File: src/rtl/main_mem_arbiter_if.sv
// Bus bundle between the L1 cache requesters, the main-memory port and main_mem_arbiter.
// Signal names carry the arbiter's point of view (_i into the arbiter, _o out of it).
interface main_mem_arbiter_if #(
    parameter int unsigned CACHE_BLOCK_SIZE = 128,
    parameter int unsigned ADDR_WIDTH       = 32
);
    logic                        ic_req_vld_i;
    logic [ADDR_WIDTH-1:0]       ic_req_addr_i;
    logic                        ic_req_rdy_o;
    logic                        ic_resp_vld_o;
    logic [CACHE_BLOCK_SIZE-1:0] ic_resp_data_o;
    logic                        dc_req_vld_i;
    logic [ADDR_WIDTH-1:0]       dc_req_addr_i;
    logic                        dc_req_rdy_o;
    logic                        dc_resp_vld_o;
    logic [CACHE_BLOCK_SIZE-1:0] dc_resp_data_o;
    logic                        dc_wb_vld_i;
    logic [ADDR_WIDTH-1:0]       dc_wb_addr_i;
    logic [CACHE_BLOCK_SIZE-1:0] dc_wb_data_i;
    logic                        dc_wb_rdy_o;
    logic                        mem_req_vld_o;
    logic                        mem_req_rdy_i;
    logic                        mem_req_we_o;
    logic [ADDR_WIDTH-1:0]       mem_req_addr_o;
    logic [CACHE_BLOCK_SIZE-1:0] mem_req_data_o;
    logic                        mem_resp_vld_i;
    logic [CACHE_BLOCK_SIZE-1:0] mem_resp_data_i;

    modport slave (
        input  ic_req_vld_i, ic_req_addr_i, dc_req_vld_i, dc_req_addr_i,
               dc_wb_vld_i, dc_wb_addr_i, dc_wb_data_i,
               mem_req_rdy_i, mem_resp_vld_i, mem_resp_data_i,
        output ic_req_rdy_o, ic_resp_vld_o, ic_resp_data_o,
               dc_req_rdy_o, dc_resp_vld_o, dc_resp_data_o, dc_wb_rdy_o,
               mem_req_vld_o, mem_req_we_o, mem_req_addr_o, mem_req_data_o
    );

    modport master (
        output ic_req_vld_i, ic_req_addr_i, dc_req_vld_i, dc_req_addr_i,
               dc_wb_vld_i, dc_wb_addr_i, dc_wb_data_i,
               mem_req_rdy_i, mem_resp_vld_i, mem_resp_data_i,
        input  ic_req_rdy_o, ic_resp_vld_o, ic_resp_data_o,
               dc_req_rdy_o, dc_resp_vld_o, dc_resp_data_o, dc_wb_rdy_o,
               mem_req_vld_o, mem_req_we_o, mem_req_addr_o, mem_req_data_o
    );
endinterface

File: src/rtl/main_mem_arbiter.sv
// Shares one main-memory port between I-cache refills, D-cache repair reads and D-cache
// writebacks; a one-entry writeback buffer always drains before any read is granted.
module main_mem_arbiter #(
    parameter int unsigned CACHE_BLOCK_SIZE = 128,
    parameter int unsigned ADDR_WIDTH       = 32
) (
    input logic             clk_i,
    input logic             rst_i,
    main_mem_arbiter_if.slave bus
);
    localparam int unsigned OFFS = $clog2(CACHE_BLOCK_SIZE / 8);
    localparam logic [ADDR_WIDTH-1:0] ALIGN_MASK = {{(ADDR_WIDTH - OFFS){1'b1}}, {OFFS{1'b0}}};

    typedef enum logic [1:0] {S_IDLE, S_ISSUE, S_WAIT_RESP} state_e;
    typedef enum logic [1:0] {OWN_IC, OWN_DC, OWN_WB} owner_e;

    state_e                      state_q;
    owner_e                      owner_q;
    logic                        rr_last_dc_q;
    logic                        wb_vld_q;
    logic [ADDR_WIDTH-1:0]       wb_addr_q;
    logic [CACHE_BLOCK_SIZE-1:0] wb_data_q;
    logic                        mem_we_q;
    logic [ADDR_WIDTH-1:0]       mem_addr_q;
    logic [CACHE_BLOCK_SIZE-1:0] mem_data_q;
    logic                        ic_resp_vld_q, dc_resp_vld_q;
    logic [CACHE_BLOCK_SIZE-1:0] ic_resp_data_q, dc_resp_data_q;

    logic                  ic_gnt, dc_gnt, contended;
    logic [ADDR_WIDTH-1:0] gnt_addr;

    // Reads only while idle, out of reset, and with no writeback buffered or being offered.
    always_comb begin
        ic_gnt    = 1'b0;
        dc_gnt    = 1'b0;
        contended = bus.ic_req_vld_i && bus.dc_req_vld_i;
        if (rst_i && state_q == S_IDLE && !wb_vld_q && !bus.dc_wb_vld_i) begin
            if (contended) begin
                ic_gnt = rr_last_dc_q;
                dc_gnt = !rr_last_dc_q;
            end else begin
                ic_gnt = bus.ic_req_vld_i;
                dc_gnt = bus.dc_req_vld_i;
            end
        end
        gnt_addr = ic_gnt ? bus.ic_req_addr_i : bus.dc_req_addr_i;
    end

    always_ff @(posedge clk_i or negedge rst_i) begin
        if (!rst_i) begin
            state_q        <= S_IDLE;
            owner_q        <= OWN_IC;
            rr_last_dc_q   <= 1'b1;
            wb_vld_q       <= 1'b0;
            wb_addr_q      <= '0;
            wb_data_q      <= '0;
            mem_we_q       <= 1'b0;
            mem_addr_q     <= '0;
            mem_data_q     <= '0;
            ic_resp_vld_q  <= 1'b0;
            dc_resp_vld_q  <= 1'b0;
            ic_resp_data_q <= '0;
            dc_resp_data_q <= '0;
        end else begin
            ic_resp_vld_q <= 1'b0;
            dc_resp_vld_q <= 1'b0;
            if (bus.dc_wb_vld_i && !wb_vld_q) begin
                wb_vld_q  <= 1'b1;
                wb_addr_q <= bus.dc_wb_addr_i & ALIGN_MASK;
                wb_data_q <= bus.dc_wb_data_i;
            end
            case (state_q)
                S_IDLE: begin
                    if (wb_vld_q) begin
                        owner_q    <= OWN_WB;
                        mem_we_q   <= 1'b1;
                        mem_addr_q <= wb_addr_q;
                        mem_data_q <= wb_data_q;
                        state_q    <= S_ISSUE;
                    end else if (ic_gnt || dc_gnt) begin
                        owner_q    <= ic_gnt ? OWN_IC : OWN_DC;
                        mem_we_q   <= 1'b0;
                        mem_addr_q <= gnt_addr & ALIGN_MASK;
                        mem_data_q <= '0;
                        state_q    <= S_ISSUE;
                        if (contended) rr_last_dc_q <= dc_gnt;
                    end
                end
                S_ISSUE: begin
                    if (bus.mem_req_rdy_i) state_q <= S_WAIT_RESP;
                end
                S_WAIT_RESP: begin
                    if (bus.mem_resp_vld_i) begin
                        case (owner_q)
                            OWN_IC: begin
                                ic_resp_vld_q  <= 1'b1;
                                ic_resp_data_q <= bus.mem_resp_data_i;
                            end
                            OWN_DC: begin
                                dc_resp_vld_q  <= 1'b1;
                                dc_resp_data_q <= bus.mem_resp_data_i;
                            end
                            default: wb_vld_q <= 1'b0;
                        endcase
                        state_q <= S_IDLE;
                    end
                end
                default: state_q <= S_IDLE;
            endcase
        end
    end

    assign bus.ic_req_rdy_o   = ic_gnt;
    assign bus.dc_req_rdy_o   = dc_gnt;
    assign bus.dc_wb_rdy_o    = rst_i && !wb_vld_q;
    assign bus.mem_req_vld_o  = (state_q == S_ISSUE);
    assign bus.mem_req_we_o   = mem_we_q;
    assign bus.mem_req_addr_o = mem_addr_q;
    assign bus.mem_req_data_o = mem_data_q;
    assign bus.ic_resp_vld_o  = ic_resp_vld_q;
    assign bus.ic_resp_data_o = ic_resp_data_q;
    assign bus.dc_resp_vld_o  = dc_resp_vld_q;
    assign bus.dc_resp_data_o = dc_resp_data_q;
endmodule
File: src/flat_wrapper.sv
// flat-port wrapper written by rule: the top's interface ports become plain ports
module main_mem_arbiter_flat 
#(
    parameter int unsigned CACHE_BLOCK_SIZE = 128,
    parameter int unsigned ADDR_WIDTH       = 32
)
  (clk_i, rst_i, bus_ic_req_vld_i, bus_ic_req_addr_i, bus_dc_req_vld_i, bus_dc_req_addr_i, bus_dc_wb_vld_i, bus_dc_wb_addr_i, bus_dc_wb_data_i, bus_mem_req_rdy_i, bus_mem_resp_vld_i, bus_mem_resp_data_i, bus_ic_req_rdy_o, bus_ic_resp_vld_o, bus_ic_resp_data_o, bus_dc_req_rdy_o, bus_dc_resp_vld_o, bus_dc_resp_data_o, bus_dc_wb_rdy_o, bus_mem_req_vld_o, bus_mem_req_we_o, bus_mem_req_addr_o, bus_mem_req_data_o);
  main_mem_arbiter_if #(.CACHE_BLOCK_SIZE(CACHE_BLOCK_SIZE), .ADDR_WIDTH(ADDR_WIDTH)) bus_i ();
  input logic clk_i;
  input logic rst_i;
  input wire logic [$bits(bus_i.ic_req_vld_i)-1:0] bus_ic_req_vld_i;
  input wire logic [$bits(bus_i.ic_req_addr_i)-1:0] bus_ic_req_addr_i;
  input wire logic [$bits(bus_i.dc_req_vld_i)-1:0] bus_dc_req_vld_i;
  input wire logic [$bits(bus_i.dc_req_addr_i)-1:0] bus_dc_req_addr_i;
  input wire logic [$bits(bus_i.dc_wb_vld_i)-1:0] bus_dc_wb_vld_i;
  input wire logic [$bits(bus_i.dc_wb_addr_i)-1:0] bus_dc_wb_addr_i;
  input wire logic [$bits(bus_i.dc_wb_data_i)-1:0] bus_dc_wb_data_i;
  input wire logic [$bits(bus_i.mem_req_rdy_i)-1:0] bus_mem_req_rdy_i;
  input wire logic [$bits(bus_i.mem_resp_vld_i)-1:0] bus_mem_resp_vld_i;
  input wire logic [$bits(bus_i.mem_resp_data_i)-1:0] bus_mem_resp_data_i;
  output wire logic [$bits(bus_i.ic_req_rdy_o)-1:0] bus_ic_req_rdy_o;
  output wire logic [$bits(bus_i.ic_resp_vld_o)-1:0] bus_ic_resp_vld_o;
  output wire logic [$bits(bus_i.ic_resp_data_o)-1:0] bus_ic_resp_data_o;
  output wire logic [$bits(bus_i.dc_req_rdy_o)-1:0] bus_dc_req_rdy_o;
  output wire logic [$bits(bus_i.dc_resp_vld_o)-1:0] bus_dc_resp_vld_o;
  output wire logic [$bits(bus_i.dc_resp_data_o)-1:0] bus_dc_resp_data_o;
  output wire logic [$bits(bus_i.dc_wb_rdy_o)-1:0] bus_dc_wb_rdy_o;
  output wire logic [$bits(bus_i.mem_req_vld_o)-1:0] bus_mem_req_vld_o;
  output wire logic [$bits(bus_i.mem_req_we_o)-1:0] bus_mem_req_we_o;
  output wire logic [$bits(bus_i.mem_req_addr_o)-1:0] bus_mem_req_addr_o;
  output wire logic [$bits(bus_i.mem_req_data_o)-1:0] bus_mem_req_data_o;
  assign bus_i.ic_req_vld_i = bus_ic_req_vld_i;
  assign bus_i.ic_req_addr_i = bus_ic_req_addr_i;
  assign bus_i.dc_req_vld_i = bus_dc_req_vld_i;
  assign bus_i.dc_req_addr_i = bus_dc_req_addr_i;
  assign bus_i.dc_wb_vld_i = bus_dc_wb_vld_i;
  assign bus_i.dc_wb_addr_i = bus_dc_wb_addr_i;
  assign bus_i.dc_wb_data_i = bus_dc_wb_data_i;
  assign bus_i.mem_req_rdy_i = bus_mem_req_rdy_i;
  assign bus_i.mem_resp_vld_i = bus_mem_resp_vld_i;
  assign bus_i.mem_resp_data_i = bus_mem_resp_data_i;
  assign bus_ic_req_rdy_o = bus_i.ic_req_rdy_o;
  assign bus_ic_resp_vld_o = bus_i.ic_resp_vld_o;
  assign bus_ic_resp_data_o = bus_i.ic_resp_data_o;
  assign bus_dc_req_rdy_o = bus_i.dc_req_rdy_o;
  assign bus_dc_resp_vld_o = bus_i.dc_resp_vld_o;
  assign bus_dc_resp_data_o = bus_i.dc_resp_data_o;
  assign bus_dc_wb_rdy_o = bus_i.dc_wb_rdy_o;
  assign bus_mem_req_vld_o = bus_i.mem_req_vld_o;
  assign bus_mem_req_we_o = bus_i.mem_req_we_o;
  assign bus_mem_req_addr_o = bus_i.mem_req_addr_o;
  assign bus_mem_req_data_o = bus_i.mem_req_data_o;
  main_mem_arbiter #(.CACHE_BLOCK_SIZE(CACHE_BLOCK_SIZE), .ADDR_WIDTH(ADDR_WIDTH)) u_core (.clk_i(clk_i), .rst_i(rst_i), .bus(bus_i));
endmodule
File: config.mk
export PLATFORM = sky130hd
export DESIGN_NAME = main_mem_arbiter_flat
export DESIGN_NICKNAME = d
export VERILOG_FILES = /design/src/rtl/main_mem_arbiter_if.sv /design/src/rtl/main_mem_arbiter.sv /design/src/flat_wrapper.sv
export SDC_FILE = /design/constraint.sdc
export NUM_CORES = 1
export LEC_CHECK = 0
export ABC_CLOCK_PERIOD_IN_PS = 2500
export CAP_MARGIN = 20
export CORE_AREA = 2 2 306 308
export CTS_CLUSTER_SIZE = 40
export DETAILED_ROUTE_END_ITERATION = 10
export DIE_AREA = 0 0 308 310
export PLACE_DENSITY = 0.45
export SLEW_MARGIN = 30
export SYNTH_ARGS = -nofsm -noshare
export SYNTH_HDL_FRONTEND = slang
export SYNTH_SLANG_ARGS = --single-unit
File: constraint.sdc
create_clock -name clk_i -period 2.5 [get_ports clk_i]
set_input_delay 0.5 -clock clk_i [delete_from_list [all_inputs] [get_ports clk_i]]
set_output_delay 0.5 -clock clk_i [all_outputs]
set_load 0.005 [all_outputs]
[Word level (Yosys, flattened, before mapping)]
Cells that the tools add are included.
Storage, ports and cells
  logic and storage cells: 68
  bits in read-only memories: 0
  register bits: 581
  memories: 0
  bits in latches: 0
  bits of input ports: 359
  memory bits (writable): 0
  output and inout port bits: 423
Operators by class
  $lt $le $gt $ge: 0
  equal/unequal tests: 6
  bitwise operators: 1
  div/mod/pow operators: 0
  shifts and indexed selects: 0
  multipliers: 0
  reduce and logical (&&, ||, !) cells: 19
  add/subtract/negate cells: 0
  mux-type cells: 29
Operator list (number)
  $mux W128: 2
  $mux W32: 3
  $mux W1: 17
  $mux W2: 6
  $reduce_and A3 Y1: 3
  $logic_and A1 B1 Y1: 6
  $pmux W2 S3: 1
  $eq A2 B1 Y1 const B: 2
  $logic_not A2 Y1: 2
  $ne A2 B2 Y1 const B: 2
  $reduce_and A4 Y1: 1
  $logic_not A1 Y1: 3
  $ne A3 B2 Y1 const B: 1
  $eq A2 B2 Y1 const B: 1
  $reduce_and A2 Y1: 1
  $reduce_bool A2 Y1: 1
  $reduce_or A2 Y1: 1
  $logic_or A1 B1 Y1: 1
  $not A1 Y1: 1

[Logic depth before layout (Yosys ltp)]
  word-level depth: 9
  gate-level depth with buffers: 7
  mapped depth without buffers: 5

[Least setup slack after synthesis]
No wires, ideal clock.
  path kind: input port to flip-flop
  start point: input bus_mem_resp_vld_i
  end point: register u_core.ic_resp_data_q[118] (netlist: u_core.bus.ic_resp_data_o[118])
  setup slack: 822 ps
  data required time: 2375 ps
  path buffers: 2
  arrival time: 1553 ps
  setup time: 125 ps
  cell stages on the path: 5
  path through: nand3b_1 -> nor3_1 -> buf_2 -> buf_4 -> mux2_2
On the way
  cells in the longest elaborated chain, start to end: 1
Ends and longest elaborated chain
  start: declaration: line flat_wrapper.sv:19  | input wire logic [$bits(bus_i.mem_resp_vld_i)-1:0] bus_mem_resp_vld_i;
  $reduce_and A3 Y1 (no source line)
  end signal: assignment: line main_mem_arbiter.sv:97  | ic_resp_data_q <= bus.mem_resp_data_i;
  end: declaration: line main_mem_arbiter.sv:27  | logic [CACHE_BLOCK_SIZE-1:0] ic_resp_data_q, dc_resp_data_q;
Every way passes these cells.
A chain may end at the register's enable or synchronous reset.

[Worst setup path after layout]
  start point: register u_core.wb_vld_q
  end point: output bus_dc_req_rdy_o
On the way
  cells in the longest elaborated chain, start to end: 4
Ends and longest elaborated chain
  start: declaration: line main_mem_arbiter.sv:20  | logic wb_vld_q;
  start signal: assignment: line main_mem_arbiter.sv:54  | wb_vld_q <= 1'b0;
  start signal: assignment: line main_mem_arbiter.sv:68  | wb_vld_q <= 1'b1;
  start signal: assignment: line main_mem_arbiter.sv:103  | default: wb_vld_q <= 1'b0;
  $logic_not A1 Y1: line main_mem_arbiter.sv:37  | if (rst_i && state_q == S_IDLE && !wb_vld_q && !bus.dc_wb_vld_i) begin
  $logic_and A1 B1 Y1 (2 in series): line main_mem_arbiter.sv:37
  $mux W1: line main_mem_arbiter.sv:37
  end: declaration: line flat_wrapper.sv:24  | output wire logic [$bits(bus_i.dc_req_rdy_o)-1:0] bus_dc_req_rdy_o;
Every way passes these cells.

==> flow_summary.ini <==
[outcome]
outcome = complete, no violations

[timing]
fin_skew_ps = 32.1
timing.fmax_mhz = 423
worst_slew_margin_rel_pct = 32.0
final-setup-viol-count = 0
worst_setup_slack_after_layout_ps = 139
tightestPinTransition_ps = 1020
final-max-slew-violation-count = 0
min_period_ps = 2360
finalHoldViolations = 0
rsz0062_at_grt = no
final_min_period_over_clock_period_pct = 94.5

[floorplanning]
num_rows = 112
die-area_sq_um = 95500
die_y_um = 310
fp.dieW_um = 308
ios = 782
start_util_pct = 24.3
core_area_sq_um = 92500

[clock_tree]
clock_tree.root_cell = sky130_fd_sc_hd__clkbuf_16
tritoncts_num_sinks = 576
clock_tree.htree_level_count = 3
cts.reportedPaths.clkPinSlew_ps = 60
clockBufferDepth = 3
tritoncts.num_buffers = 71
clock_latency_ps = 610
cts_tree = done

[placed_design]
dpl_cell_area_sq_um = 31700
place.detailed.instances = 3526
numPortBuffers = 765
detailedPlacementHpwl_um = 57900
place.gp.congestion = 0.786
dp_slack_ps = -83.6

[drt]
detailroute.via_count = 16165
drtPass1Iterations = 5
avgRoutedWirePerCell_um = 22.4
drt-vias-per-instance = 4.41
drt.antenna.violating_nets = 0
drcViolationCount = 0
drt-total-wl_um = 82100
drtIter0Drc = 765

[logic_synthesis]
ys_ff_latch = 576
synth_top_area_cell = sky130_fd_sc_hd__dfrtp_1
ys_top_cells_by_count = sky130_fd_sc_hd__dfrtp_1, sky130_fd_sc_hd__mux2_2, sky130_fd_sc_hd__nand3_1, sky130_fd_sc_hd__o21ai_0, sky130_fd_sc_hd__nand2_1
synth_largest_type_area_fraction_pct = 63.9
post_synth_instance_area_sq_um = 22500
postSynth.asyncResetShare_pct = 100
synth_cells = 1644
synth-warning-count = 0
ys_seq_area_share_pct = 64.0
yosys-top-cells-area = sky130_fd_sc_hd__dfrtp_1, sky130_fd_sc_hd__mux2_2, sky130_fd_sc_hd__nand3_1
synth_flop_cell = sky130_fd_sc_hd__dfrtp_1
yosys.cell_count.top_type = sky130_fd_sc_hd__dfrtp_1
yosys.cell_types.count = 35
syn_area_per_cell_sq_um = 13.7
synth_enable_flop_cells = 0

[finish]
seqCellArea_sq_um = 14400
finalNetCount = 2765
multi_input_comb_area_sq_um = 7520
area.growth.synth_to_final_pct = 51.9
drive_gt1_share_pct = 24.3
stdcell_area_sq_um = 34200
stdcell_count = 3669
fill_cells = 8963

[global_routing]
grt_use_met3_pct = 7.21
maximum_number_of_pins_on_one_net_before_global_route_repair = 163
gr-total-overflow = 0
grt_util_met1_pct = 18.1
grt_antenna_before_repair = 33
met2_grt_util_pct = 28.5
grt_first_pass_wirelength_um = 117000
gr-usage-all-layers_pct = 16.5
grt_busiest_layer = met2
grt_pass1_vias = 17097

[worst_setup_path]
r2r-end = u_core.bus.mem_req_data_o[5]
cp_max_fo = 2
rr_startpoint = u_core.state_q[1]
worstPathRequired_ps = 2000
worst-endpoint-arrival_ps = 1860
startpoint_type_of_the_worst_setup_path = flop
setup.reg_to_reg.worst_slack_ps = 400
r2r_cells = 5
setup.worst_path.end_class = primary output
worstSetupPathType = flop to primary output

[power]
max-vdd-ir-drop_mv = 0.731
power-per-cell-area_nw_per_um2 = 1110
power.leakage_nw = 15.3
design_power_total_mw = 37.9

[job]
cap_violations = 0

[min_path]
hold_class = primary input to asynchronous set/reset pin
==> cells by family after synthesis <==
logic type      Yosys count  synth area share, %
other cells               1               0.0167
mux                     440                 21.9
simple gates            302                 6.08
xor+xnor                  1               0.0389
compound gates          193                 5.16
buf+inv                 131                 2.81
flops                   576                 64.0
==> report_power, final <==
part | switching (mW) | internal, mW | leakage (nW) | total (mW)
clock | 4.11 | 6.36 | 1.18 | 10.5
combinational | 5.71 | 7.18 | 6.74 | 12.9
sequential | 1.74 | 12.8 | 7.37 | 14.5
total | 11.5 | 26.3 | 15.3 | 37.9
==> timing repair <==
item	in CTS	in global routing
hold buffers	0	2
setup endpoints to repair	3	3
gates resized for setup	7	4
endpoints found under the hold margin	0	49
buffers inserted	0	1
==> metrics by stage <==
step                      hold slack (ps)  util, %  setup TNS (ps)
after floorplan                       204        -               0
after global placement                470     34.2            -171
after detailed placement              477     34.2            -161
after CTS                            98.2     36.8               0
after global routing                  134     37.0               0
final                                91.3     37.0               0
==> registers in the layout, indices dropped and copies added (netlist names) <==
signal and flops:
u_core.bus.dc_resp_data_o 128, u_core.bus.ic_resp_data_o 128, u_core.bus.mem_req_data_o 128, u_core.wb_data_q 128, u_core.bus.mem_req_addr_o 28, u_core.wb_addr_q 28, u_core.owner_q 2, u_core.state_q 2
u_core.bus.dc_resp_vld_o 1, u_core.bus.ic_resp_vld_o 1, u_core.rr_last_dc_q 1, u_core.wb_vld_q 1
==> cell type report <==
class                   instances  share of cell area (%)
inverters                       6                  0.0659
flip-flops and latches        576                    42.2
clock inverters                22                   0.878
clock buffers                 101                    6.12
well taps                    1197                    4.38
multi-input cells             940                    22.0
repair buffers                811                    24.3
diodes                         16                   0.117
==> per-layer routing <==
layer,routed length [um],vias to the layer above,part of all wire (%)
met5,116,-,0.14
met4,1780,18,2.2
met3,8280,115,10
met2,41400,556,50
met1,30500,8162,37
li1,-,7314,-
==> worst max path at each step <==
stage | startpoint | to | slack [ps] | depth (start not counted)
floorplan | bus_mem_resp_vld_i | u_core.bus.ic_resp_data_o[118] | 820 | 5
global placement | bus_dc_wb_vld_i | bus_dc_req_rdy_o | -90 | 5
detailed placement | bus_dc_wb_vld_i | bus_ic_req_rdy_o | -80 | 6
CTS | u_core.wb_vld_q | bus_ic_req_rdy_o | 5 | 5
global route | u_core.wb_vld_q | bus_dc_req_rdy_o | 30 | 4
finish | u_core.wb_vld_q | bus_dc_req_rdy_o | 140 | 4
==> placed cells by master, fill, tap and decap left out, types with 3 or more instances in the layout <==
master,instances
sky130_fd_sc_hd__bufinv_16,5
sky130_fd_sc_hd__clkdlybuf4s50_1,761
sky130_fd_sc_hd__buf_12,21
sky130_fd_sc_hd__clkbuf_8,14
sky130_fd_sc_hd__o211ai_2,20
sky130_fd_sc_hd__o21ai_1,3
sky130_fd_sc_hd__clkbuf_16,74
sky130_fd_sc_hd__clkinv_2,12
sky130_fd_sc_hd__mux2_1,3
sky130_fd_sc_hd__nand2_1,129
sky130_fd_sc_hd__nand3_1,157
sky130_fd_sc_hd__o211ai_1,8
sky130_fd_sc_hd__diode_2,16
sky130_fd_sc_hd__dfrtp_1,574
sky130_fd_sc_hd__buf_4,22
sky130_fd_sc_hd__inv_1,6
sky130_fd_sc_hd__clkbuf_1,13
sky130_fd_sc_hd__mux2i_1,28
sky130_fd_sc_hd__o21ai_0,157
sky130_fd_sc_hd__conb_1,4
sky130_fd_sc_hd__mux2_2,409
==> worst max-delay path: stages (launching register included) <==
cell and delay (ps):
sky130_fd_sc_hd__dfrtp_4 500, sky130_fd_sc_hd__nor3b_4 200, sky130_fd_sc_hd__nand3_1 140, sky130_fd_sc_hd__a21oi_2 150
sky130_fd_sc_hd__dlygate4sd2_1 280
No activity file was read; power rests on OpenSTA's default activity.
